**config.mk**
```make
export PLATFORM = sky130hd
export DESIGN_NAME = noc_ingress_arb
export DESIGN_NICKNAME = d
export VERILOG_FILES = /design/src/rtl/noc_ingress_arb.sv
export SDC_FILE = /design/constraint.sdc
export NUM_CORES = 1
export LEC_CHECK = 0
export ABC_AREA = 1
export CAP_MARGIN = 20
export CORE_MARGIN = 5
export CORE_UTILIZATION = 30
export DETAILED_ROUTE_END_ITERATION = 6
export DONT_BUFFER_PORTS = 1
export GPL_TIMING_DRIVEN = 0
export MAX_ROUTING_LAYER = met4
export PLACE_DENSITY_LB_ADDON = 0.05
export SLEW_MARGIN = 20
export SYNTH_ARGS = -nofsm -noshare
export SYNTH_HDL_FRONTEND = slang
export SYNTH_SLANG_ARGS = --single-unit
```
**constraint.sdc**
```tcl
create_clock -name clk -period 11.4 [get_ports clk]
set_input_delay 1.71 -clock clk [delete_from_list [all_inputs] [get_ports clk]]
set_output_delay 1.71 -clock clk [all_outputs]
set_load 0.005 [all_outputs]
```
**src/rtl/noc_ingress_arb.sv**
```systemverilog
// -----------------------------------------------------------------------------
// noc_ingress_arb
//
// Purpose:
//   Ingress stage of the NoC. Merges CPU_NB per-CPU valid/ready streams into
//   one ordered output stream. Each CPU feeds a small private FIFO; a
//   round-robin arbiter picks among the non-empty FIFOs and loads a single
//   registered output stage, tagging each word with its source CPU index.
//
// Parameters:
//   CPU_NB     - number of CPU input ports (>= 2)
//   DATA_W     - payload width
//   FIFO_DEPTH - entries per input FIFO (>= 2, power of two)
//   SRC_W      - width of the source index, derived from CPU_NB
//
// Ports:
//   clk      in   rising-edge clock for all state
//   rst      in   synchronous active-high reset
//   in_vld   in   [CPU_NB]          per-CPU data valid
//   in_rdy   out  [CPU_NB]          per-CPU ready (FIFO has room, not in reset)
//   in_data  in   [CPU_NB][DATA_W]  per-CPU payload
//   out_vld  out  output word valid
//   out_rdy  in   downstream ready
//   out_data out  [DATA_W]          output payload
//   out_src  out  [SRC_W]           CPU index that produced out_data
//   out_cnt  out  [32]              words delivered, modulo 2^32
// -----------------------------------------------------------------------------
module noc_ingress_arb #(
  parameter  int CPU_NB     = 4,
  parameter  int DATA_W     = 64,
  parameter  int FIFO_DEPTH = 2,
  localparam int SRC_W      = $clog2(CPU_NB)
) (
  input  logic                          clk,
  input  logic                          rst,
  input  logic [CPU_NB-1:0]             in_vld,
  output logic [CPU_NB-1:0]             in_rdy,
  input  logic [CPU_NB-1:0][DATA_W-1:0] in_data,
  output logic                          out_vld,
  input  logic                          out_rdy,
  output logic [DATA_W-1:0]             out_data,
  output logic [SRC_W-1:0]              out_src,
  output logic [31:0]                   out_cnt
);

  localparam int PTR_W = $clog2(FIFO_DEPTH);
  localparam int CNT_W = $clog2(FIFO_DEPTH + 1);

  // Round-robin pick: first requester after 'last', wrapping modulo CPU_NB.
  // Returns {found, index}; index is zero when nothing is requesting.
  function automatic logic [SRC_W:0] rr_pick(input logic [CPU_NB-1:0] req,
                                             input logic [SRC_W-1:0]  last);
    logic             found;
    logic [SRC_W-1:0] idx;
    logic [SRC_W-1:0] cand;
    found = 1'b0;
    idx   = {SRC_W{1'b0}};
    for (int k = 1; k <= CPU_NB; k++) begin
      cand = SRC_W'((int'(last) + k) % CPU_NB);
      if (!found && req[cand]) begin
        found = 1'b1;
        idx   = cand;
      end
    end
    return {found, idx};
  endfunction

  // Per-CPU FIFO state
  logic [DATA_W-1:0] mem_q    [CPU_NB][FIFO_DEPTH];
  logic [PTR_W-1:0]  wr_ptr_q [CPU_NB];
  logic [PTR_W-1:0]  wr_ptr_d [CPU_NB];
  logic [PTR_W-1:0]  rd_ptr_q [CPU_NB];
  logic [PTR_W-1:0]  rd_ptr_d [CPU_NB];
  logic [CNT_W-1:0]  fcnt_q   [CPU_NB];
  logic [CNT_W-1:0]  fcnt_d   [CPU_NB];

  // Output stage and arbiter state
  logic              out_vld_q,    out_vld_d;
  logic [DATA_W-1:0] out_data_q,   out_data_d;
  logic [SRC_W-1:0]  out_src_q,    out_src_d;
  logic [31:0]       out_cnt_q,    out_cnt_d;
  logic [SRC_W-1:0]  last_grant_q, last_grant_d;

  // Combinational helpers
  logic [CPU_NB-1:0] rdy_s;
  logic [CPU_NB-1:0] nempty_s;
  logic [CPU_NB-1:0] push_s;
  logic [CPU_NB-1:0] pop_s;
  logic              load_s;
  logic              gnt_vld_s;
  logic [SRC_W-1:0]  gnt_idx_s;
  logic [DATA_W-1:0] head_s;

  // FIFO status: ready comes only from registered occupancy (and reset), so
  // there is no combinational path from in_vld or out_rdy to in_rdy.
  always_comb begin
    rdy_s    = {CPU_NB{1'b0}};
    nempty_s = {CPU_NB{1'b0}};
    for (int i = 0; i < CPU_NB; i++) begin
      rdy_s[i]    = !rst && (fcnt_q[i] < CNT_W'(FIFO_DEPTH));
      nempty_s[i] = (fcnt_q[i] != {CNT_W{1'b0}});
    end
  end

  assign push_s = in_vld & rdy_s;

  // Arbitration: the output register may load when empty or being drained.
  always_comb begin
    load_s                 = !out_vld_q || out_rdy;
    {gnt_vld_s, gnt_idx_s} = rr_pick(nempty_s, last_grant_q);
    head_s                 = mem_q[gnt_idx_s][rd_ptr_q[gnt_idx_s]];
    pop_s                  = {CPU_NB{1'b0}};
    if (load_s && gnt_vld_s) begin
      pop_s[gnt_idx_s] = 1'b1;
    end else begin
      pop_s = {CPU_NB{1'b0}};
    end
  end

  // FIFO next state: pointers advance on push/pop; simultaneous push and pop
  // leaves the occupancy unchanged.
  always_comb begin
    for (int i = 0; i < CPU_NB; i++) begin
      wr_ptr_d[i] = wr_ptr_q[i];
      rd_ptr_d[i] = rd_ptr_q[i];
      fcnt_d[i]   = fcnt_q[i];
      if (push_s[i]) begin
        wr_ptr_d[i] = wr_ptr_q[i] + PTR_W'(1);
      end else begin
        wr_ptr_d[i] = wr_ptr_q[i];
      end
      if (pop_s[i]) begin
        rd_ptr_d[i] = rd_ptr_q[i] + PTR_W'(1);
      end else begin
        rd_ptr_d[i] = rd_ptr_q[i];
      end
      case ({push_s[i], pop_s[i]})
        2'b10:   fcnt_d[i] = fcnt_q[i] + CNT_W'(1);
        2'b01:   fcnt_d[i] = fcnt_q[i] - CNT_W'(1);
        default: fcnt_d[i] = fcnt_q[i];
      endcase
    end
  end

  // Output register next state; data/src hold when nothing is granted.
  always_comb begin
    out_vld_d    = out_vld_q;
    out_data_d   = out_data_q;
    out_src_d    = out_src_q;
    last_grant_d = last_grant_q;
    out_cnt_d    = out_cnt_q;
    if (load_s) begin
      if (gnt_vld_s) begin
        out_vld_d    = 1'b1;
        out_data_d   = head_s;
        out_src_d    = gnt_idx_s;
        last_grant_d = gnt_idx_s;
      end else begin
        out_vld_d = 1'b0;
      end
    end else begin
      out_vld_d = out_vld_q;
    end
    if (out_vld_q && out_rdy) begin
      out_cnt_d = out_cnt_q + 32'd1;
    end else begin
      out_cnt_d = out_cnt_q;
    end
  end

  // FIFO storage: written only on accepted pushes, which reset already blocks.
  always_ff @(posedge clk) begin
    for (int i = 0; i < CPU_NB; i++) begin
      if (push_s[i]) begin
        mem_q[i][wr_ptr_q[i]] <= in_data[i];
      end
    end
  end

  // FIFO control registers with synchronous reset.
  always_ff @(posedge clk) begin
    for (int i = 0; i < CPU_NB; i++) begin
      if (rst) begin
        wr_ptr_q[i] <= {PTR_W{1'b0}};
        rd_ptr_q[i] <= {PTR_W{1'b0}};
        fcnt_q[i]   <= {CNT_W{1'b0}};
      end else begin
        wr_ptr_q[i] <= wr_ptr_d[i];
        rd_ptr_q[i] <= rd_ptr_d[i];
        fcnt_q[i]   <= fcnt_d[i];
      end
    end
  end

  // Output stage, round-robin pointer and delivery counter. last_grant resets
  // to the highest index so CPU 0 wins the first arbitration.
  always_ff @(posedge clk) begin
    if (rst) begin
      out_vld_q    <= 1'b0;
      out_data_q   <= {DATA_W{1'b0}};
      out_src_q    <= {SRC_W{1'b0}};
      out_cnt_q    <= 32'd0;
      last_grant_q <= SRC_W'(CPU_NB - 1);
    end else begin
      out_vld_q    <= out_vld_d;
      out_data_q   <= out_data_d;
      out_src_q    <= out_src_d;
      out_cnt_q    <= out_cnt_d;
      last_grant_q <= last_grant_d;
    end
  end

  assign in_rdy   = rdy_s;
  assign out_vld  = out_vld_q;
  assign out_data = out_data_q;
  assign out_src  = out_src_q;
  assign out_cnt  = out_cnt_q;

endmodule

```
# [After elaboration in Yosys (flattened, before gate mapping)]
# Memory sizes are Yosys's and may differ from the RTL's.
# Cells that the tools add are included.
[classes] add_sub_neg=21 order_cmp=19 eq_ne=8 n_mux=66 bitwise_logic=18 reduce_logical=25
[ops] cell="two-way mux 128 bit" count=4
[ops] cell="two-way mux 64 bit" count=7
[ops] cell="demux 64 bit (select 1 bit)" count=4
[ops] cell="two-way mux 1 bit" count=33
[ops] cell="adder 32 x 1 -> 32 bit (second input constant)" count=1
[ops] cell="two-way mux 2 bit" count=8
[ops] cell="one-hot mux 2 bit (2 select lines)" count=4
[ops] cell="< comparator 2 x 3 -> 1 bit (second input constant)" count=5
[ops] cell="logical AND 1 bit" count=14
[ops] cell="adder 2 x 1 -> 2 bit (second input constant)" count=6
[ops] cell="bitwise OR 1 bit" count=12
[ops] cell=">= comparator 2 bit (second input constant)" count=5
[ops] cell="inverter 1 -> 2 bit" count=5
[ops] cell="adder 1 bit (second input constant)" count=8
[ops] cell="binary-select mux 1 bit (select 2 bit)" count=4
[ops] cell="equality test 2 x 1 -> 1 bit (second input constant)" count=4
[ops] cell="equality test 2 bit (second input constant)" count=4
[ops] cell="< comparator 2 x 1 -> 1 bit (second input constant)" count=4
[ops] cell="< comparator 2 bit (second input constant)" count=4
[ops] cell="nonzero test 2 bit" count=4
[ops] cell="subtractor 2 x 1 -> 2 bit (second input constant)" count=4
[ops] cell="zero test 1 bit" count=5
[ops] cell="adder 2 bit (second input constant)" count=2
[ops] cell="bitwise AND 4 bit" count=1
[ops] cell="other kinds (5)" count=5
[totals] reg_bits=101 ram_bits=528 in_bits=263 out_inout_bits=103 elab_cells=166 memories=4
[memory_table] name="mem_q" depth=4 word_bits=128 rd=1 rd_ports_with_merged_regs=0 write_ports=4 line_no="69" text="logic [DATA_W-1:0] mem_q [CPU_NB][FIFO_DEPTH];"
[memory_table] name="fcnt_q" depth=4 word_bits=2 rd=4 rd_ports_with_merged_regs=0 write_ports=4 line_no="74" text="logic [CNT_W-1:0] fcnt_q [CPU_NB];"
[memory_table] name="rd_ptr_q" depth=4 word_bits=1 rd=5 rd_ports_with_merged_regs=0 write_ports=4 line_no="72" text="logic [PTR_W-1:0] rd_ptr_q [CPU_NB];"
[memory_table] name="wr_ptr_q" depth=4 word_bits=1 rd=4 rd_ports_with_merged_regs=0 write_ports=4 line_no="70" text="logic [PTR_W-1:0] wr_ptr_q [CPU_NB];"

# [Depth between registers and ports, before layout]
# Gate-level depths: netlist of the first run.
[depth] depth_word=21 mapped_depth=20 depth_no_buf=18

# [Least setup slack after synthesis of the first run]
# OpenSTA, ideal clock, no wires.
[synth_timing] path_type="input -> register" from="input rst" to="memory mem_q[0][0] (netlist bit) (enable)" arrival_ps=4714 required_ps=10912 setup_slack_ps=6198 path_stages=3 path_cell_list="nor2_1 nand2_1 nor2_1"
[synth_lines] element="from (decl)" line_no="35" text="input logic rst,"
[synth_lines] element="to (decl)" line_no="69"

# [Worst setup path in the final report of the first run]
[layout_timing] from="input rst" to="output in_rdy[0]"
[layout_between] elab_chain_cells=2
[layout_rtl] element="zero test 1 bit" line_no="100" text="rdy_s[i] = !rst && (fcnt_q[i] < CNT_W'(FIFO_DEPTH));"
[layout_rtl] element="logical AND 1 bit" line_no="100"
[layout_rtl] element="to (decl)" line_no="37" text="output logic [CPU_NB-1:0] in_rdy,"
# Every way passes these cells.

==> results.tsv, run 1 <==
stage	metric	value	unit
floorplan	ios	366	
sta	skew	0.0139	ns
floorplan	initial_core_util	0.301	
global_route	grtUsageTotal	0.204	
setup_path	path_cells	nor2_1	
layout	final_nets	3075	
floorplan	core	0.0897	mm²
floorplan	die_w	310	µm
setup_path	critPathSlowestCell	nor2_1	
placement	place_area	0.0291	mm²
logic_synthesis	seq_area_frac_synth	0.656	
logic_synthesis	yosys_warnings	0	
sta	hold_violations	0	
min_path	hp-class	flop to flop	
global_route	grt_pass1_vias	19593	
clock_network	clkTransAtPathRegs	0.05	ns
setup_path	crit_buf_inv	0	
sta	tns	0	ns
global_route	overflow	0	
logic_synthesis	avgSynthCellArea	10.0	µm²
status	status	finished, final reports clean	
global_route	grt_antenna_before_repair	30	
sta	tightest_slew	0.820	ns
logic_synthesis	ys_top_cells_by_count	905 x nand2_1, 512 x edfxtp_1, 341 x nand3_1	
logic_synthesis	yosysTopAreaCell	edfxtp_1	
setup_path	cp-end-kind	output pin	
logic_synthesis	synth.most_common_cell	nand2_1	
routing	dr.first_iter.drc_count	1218	
floorplan	die_area	0.0962	mm²
routing	routed_wl	97.1	mm
clock_network	clock-sinks	629	
sta	slew_headroom	0.453	
clock_network	clock_path_buffers	3	
logic_synthesis	synth_cells	2701	
logic_synthesis	synth.distinct_cells	35	
layout	fin_util	0.354	
sta	period_minus_slack	3.73	ns
setup_path	cpPeakStageDelay	0.31	ns
clock_network	clock_latency	0.62	ns
layout	final_cell_area	0.0318	mm²
routing	drcViolationCount	0	
logic_synthesis	async_reset_ff_frac	0	
clock_network	postCtsResizedCells	0	
sta	rsz0062_at_grt	false	
clock_network	clockRootBuffer	clkbuf_16	
layout	drive_above_1_share	0.0977	
logic_synthesis	netlist_area	0.0270	mm²
layout	areaGrowthSynthToFinish	17.7	%
clock_network	postCtsHoldBufs	0	
logic_synthesis	synth-seq-cells	629	
setup_path	cp_max_fo	6	
clock_network	cts_tree	yes	
sta	setup_viol_count_final	0	
global_route	grt_pass1_wl	138	mm
layout	instances_no_fill	4097	
layout	nFillCells	9148	
routing	firstDrtPassIters	5	
routing	via_per_inst	4.67	
setup_path	cp-start-kind	input port	
sta	max_freq	0.268	GHz
placement	dp_hpwl	70.8	mm
clock_network	htree_num_levels	3	
routing	routedWlPerCell	23.7	µm
setup_path	critPathKind	input port to output pin	
placement	portBuffers	0	
floorplan	fp-row-count	110	
setup_path	crit_family	simple AND/OR/NAND/NOR gates	
setup_path	arrival	2.02	ns
routing	drt.antenna.violating_nets	0	
clock_network	cts_buffers	77	
job	drv_cap	0	
routing	vias	19134	
placement	placedCellCount	3904	
clock_network	post-cts-setup-buffer-count	0	
setup_path	critPathRequiredTime	9.69	ns
sta	finalMaxSlewViolations	0	
placement	place.gp.congestion	0.799	
logic_synthesis	syn-num-nets	2969	
floorplan	die-height	310	µm
logic_synthesis	synth_flop_cell	edfxtp_1	
sta	period_share	0.327	
logic_synthesis	synth_largest_type_area_fraction	0.569	
logic_synthesis	synthTopCellsByArea	edfxtp_1 57%, nand2_1 13%, dfxtp_1 8.7%, nand3_1 6.3%, nand3b_1 3.6%	
logic_synthesis	synth_enable_flop_cells	512	
global_route	grt_max_degree	22	
## metal layers
metal  vias to the layer above  global-route usage  routed length, µm
met3                       124              0.0696               8620
met5                         -                   -                  0
met1                      9266               0.241              39400
met4                         0              0.0468               2020
met2                       527               0.339              47100
li1                       9217                   -                  -
## state kept, by name, indices dropped and copies added, names as in the netlist
register / flops
fcnt_q: 8
last_grant_q: 2
wr_ptr_q: 4
out_data: 64
out_cnt: 32
out_vld: 1
mem_q: 512
out_src: 2
rd_ptr_q: 4
## cells by family after synthesis
logic type      count (synthesis)  synth area share
compound gates                 48           0.00958
xor+xnor                       23           0.00745
fa+ha+maj                       5           0.00231
simple gates                 1607             0.261
flops                         629             0.656
buf+inv                       389            0.0636
## cells in the final DEF, fill, tap and decap left out, types with 9 or more instances in the layout
| master | synthesis | routed |
|---|---|---|
| nor2_4 | 1 | 9 |
| nand2_1 | 905 | 905 |
| edfxtp_1 | 512 | 512 |
| buf_12 | 0 | 19 |
| buf_6 | 9 | 9 |
| clkinv_2 | 0 | 13 |
| xor2_1 | 18 | 18 |
| o21ai_0 | 16 | 16 |
| buf_2 | 77 | 77 |
| clkbuf_16 | 0 | 82 |
| buf_4 | 25 | 25 |
| nor3_1 | 16 | 16 |
| buf_1 | 9 | 9 |
| clkbuf_1 | 31 | 53 |
| inv_1 | 234 | 234 |
| dfxtp_1 | 117 | 117 |
| a21oi_1 | 24 | 24 |
| nand3_1 | 341 | 341 |
| diode_2 | 0 | 54 |
| nand3b_1 | 128 | 128 |
| nor2_1 | 187 | 179 |
## stage by stage
step,hold WS [ns],setup WS [ns]
after CTS,0.501,7.69
after detailed placement,0.486,7.43
after floorplan,0.422,6.20
after global routing,0.524,7.42
after global placement,0.474,2.65
final,0.488,7.67
## path summary, 6_finish.rpt
check	start	endpoint	slack [ns]	cells past startpoint
max reg2reg	last_grant_q[0]	fcnt_q[2][1]	7.84	16
min	rd_ptr_q[0]	rd_ptr_q[0]	0.49	1
min reg2reg	rd_ptr_q[0]	rd_ptr_q[0]	0.49	1
max	rst	in_rdy[0]	7.67	1
## layout make-up
class | instances | area [µm²] | area share
antenna | 54 | 135 | 0.00425
sequential | 629 | 17700 | 0.557
tap | 1176 | 1470 | 0.0463
timing repair buffer | 27 | 588 | 0.0185
inverter | 238 | 893 | 0.0281
clock buffer | 112 | 2230 | 0.0703
buffer | 151 | 826 | 0.0260
multi-input combinational | 1683 | 7650 | 0.241
clock inverter | 27 | 288 | 0.00905
Power of run 1 is left out: the tool's default activity adds up to more than one toggle a clock period on the data nets, which glitch-free logic cannot reach.
==> run 2, diff against run 1 <==
==> constraint.sdc (replaced) <==
create_clock -name clk -period 3.4 [get_ports clk]
set_input_delay 0.51 -clock clk [delete_from_list [all_inputs] [get_ports clk]]
set_output_delay 0.51 -clock clk [all_outputs]
set_load 0.005 [all_outputs]
==> results.tsv, run 2 (same netlist as run 1, synthesis figures left out) <==
stage	metric	value	unit	change
status	status	finished, final reports clean		
setup_path	cp-end-kind	flop		
sta	period_share	0.934		
clock_network	clock-sinks	629		unchanged
setup_path	cpPeakStageDelay	0.45	ns	+0.14 ns
routing	routedWlPerCell	23.2	µm	-2.3%
sta	period_minus_slack	3.18	ns	
setup_path	critPathRequiredTime	3.90	ns	-5.79 ns
min_path	hp-class	input port to flop		
clock_network	clkTransAtPathRegs	0.06	ns	about the same
setup_path	reg2regPathDepth	17		+1
layout	areaGrowthSynthToFinish	27.5	%	
layout	largest_reg_flops	512		unchanged
setup_path	cp_max_fo	11		+5
routing	via_per_inst	4.70		+0.53%
setup_path	reg2reg_from	last_grant_q[1]		
global_route	grt_max_degree	22		unchanged
job	drv_cap	0		unchanged
sta	max_freq	0.315	GHz	
global_route	overflow	0		unchanged
floorplan	core	0.0897	mm²	unchanged
placement	place.gp.congestion	0.796		-0.36%
clock_network	clock_latency	0.64	ns	+0.02 ns
min_path	min_path_cells	2		+1
setup_path	critPathKind	flop to flop		
routing	dr.first_iter.drc_count	1315		+8.0%
global_route	grt_pass1_vias	21088		+7.6%
layout	mostFrequentLayoutCell	nand2_1		
layout	nFillCells	8960		-2.1%
sta	worst_hold_slack	0.0935	ns	-0.394 ns
sta	finalMaxSlewViolations	0		unchanged
routing	drcViolationCount	0		unchanged
routing	vias	20325		+6.2%
global_route	grt_pass1_wl	144	mm	+4.4%
layout	fin_util	0.384		+0.0295
sta	skew	0.0203	ns	+0.00646 ns
global_route	grt_antenna_before_repair	31		+3.3%
clock_network	clockRootBuffer	clkbuf_16		
clock_network	cts_buffers	77		unchanged
layout	drive_above_1_share	0.0918		-0.00582
setup_path	cp-start-kind	flop		
sta	tns	0	ns	unchanged
floorplan	ios	366		unchanged
min_path	holdCritStartpoint	in_vld[1]		
setup_path	critPathSlowestCell	dfxtp_1		
layout	mostFrequentLayoutCells	905 x nand2_1, 512 x edfxtp_1, 341 x nand3_1		
setup_path	crit_family	simple AND/OR/NAND/NOR gates		
floorplan	fp-row-count	110		unchanged
setup_path	path_cells	inv_2 -> nand2_1 -> nand2_2 -> nand3_2 -> nand2_2 -> nor2_4 -> nand3_2 -> nand2_4 -> buf_6 -> buf_6 -> nand3_1 -> nor2_1 -> ha_1 -> a21oi_1 -> o21ai_0 -> xor2_1 -> nor2_1		
sta	tightest_slew	0.786	ns	-0.0339 ns
setup_path	r2r_slack	0.22	ns	-7.62 ns
sta	hold_violations	0		unchanged
floorplan	die_area	0.0962	mm²	unchanged
clock_network	cts_tree	yes		
layout	final_nets	3332		+8.4%
global_route	grtUsageTotal	0.211		+0.00709
clock_network	htree_num_levels	3		unchanged
clock_network	clock_path_buffers	3		unchanged
floorplan	die_w	310	µm	unchanged
routing	firstDrtPassIters	5		unchanged
setup_path	crit_buf_inv	3		+3
sta	setup_viol_count_final	0		unchanged
routing	drt.antenna.violating_nets	0		unchanged
floorplan	initial_core_util	0.301		unchanged
placement	portBuffers	0		unchanged
setup_path	arrival	3.67	ns	+1.65 ns
setup_path	r2r_end	fcnt_q[0][1]		
floorplan	die-height	310	µm	unchanged
sta	slew_headroom	0.476		+0.0226
min_path	min_to	wr_ptr_q[1]		
sta	rsz0062_at_grt	false		
placement	dp_hpwl	71.8	mm	+1.3%
routing	routed_wl	100	mm	+3.2%
run 2: cell types whose count changed in the layout (fill, tap and decap cells not counted), moves of 3 or more:
cell,delta
buf_2,-4
bufinv_16,+3
clkbuf_1,-5
clkbuf_16,-4
clkbuf_2,+4
clkinv_1,+3
clkinv_2,-4
diode_2,-26
dlygate4sd3_1,+256
inv_6,+4
run 2: cell type report:
class,count,area (µm²),area share
clock inverter,33,412,0.0120
clock buffer,107,2150,0.0624
antenna,28,70.1,0.00203
buffer,149,837,0.0243
tap,1176,1470,0.0427
timing repair buffer,286,3230,0.0938
multi-input combinational,1683,7660,0.222
inverter,238,893,0.0259
sequential,629,17700,0.514
run 2: worst max path at each step:
stage / from / endpoint / cells past startpoint
2_1_floorplan: rst / mem_q[0][0] / 3
3_3_place_gp: rst / mem_q[3][8] / 3
3_5_place_dp: last_grant_q[0] / fcnt_q[2][1] / 16
4_1_cts: last_grant_q[0] / fcnt_q[0][1] / 17
5_1_grt: fcnt_q[1][0] / fcnt_q[0][1] / 16
6_report: last_grant_q[1] / fcnt_q[0][1] / 17
run 2: timing repair:
action | CTS | global route
resized for setup | 5 | 7
pin swaps | 0 | 0
buffers inserted | 0 | 0
endpoints found under the hold margin | 512 | 0
endpoints found under the setup margin | 4 | 7
hold buffers | 256 | 0
run 2: metal layers:
metal / GRT usage / routed length [µm]
met1: 0.268 / 43400
met2: 0.349 / 48400
met3: 0.0470 / 6380
met4: 0.0467 / 2010
met5: - / 0
run 2: metrics by stage:
step | area [µm²] | setup slack, ns | std cells
floorplan | 27000 | 0.462 | 2701
global placement | 28500 | -1.98 | 3877
detailed placement | 29200 | -0.164 | 3907
CTS | 34400 | 0.0641 | 4303
global route | 34400 | 0.0162 | 4325
finish | 34400 | 0.224 | 4329
run 2: worst reg2reg max path: cells and delay by family, from the launching register on:
family,cells,cell delay (ns)
and+or+nand+nor,10,1.27
AOI/OAI and AO/OA,2,0.24
adders and majority gates,1,0.30
buffers and inverters,3,0.65
xor gates and xnor gates,1,0.15
DFF,1,0.45
Power of run 2 is left out for the same reason.
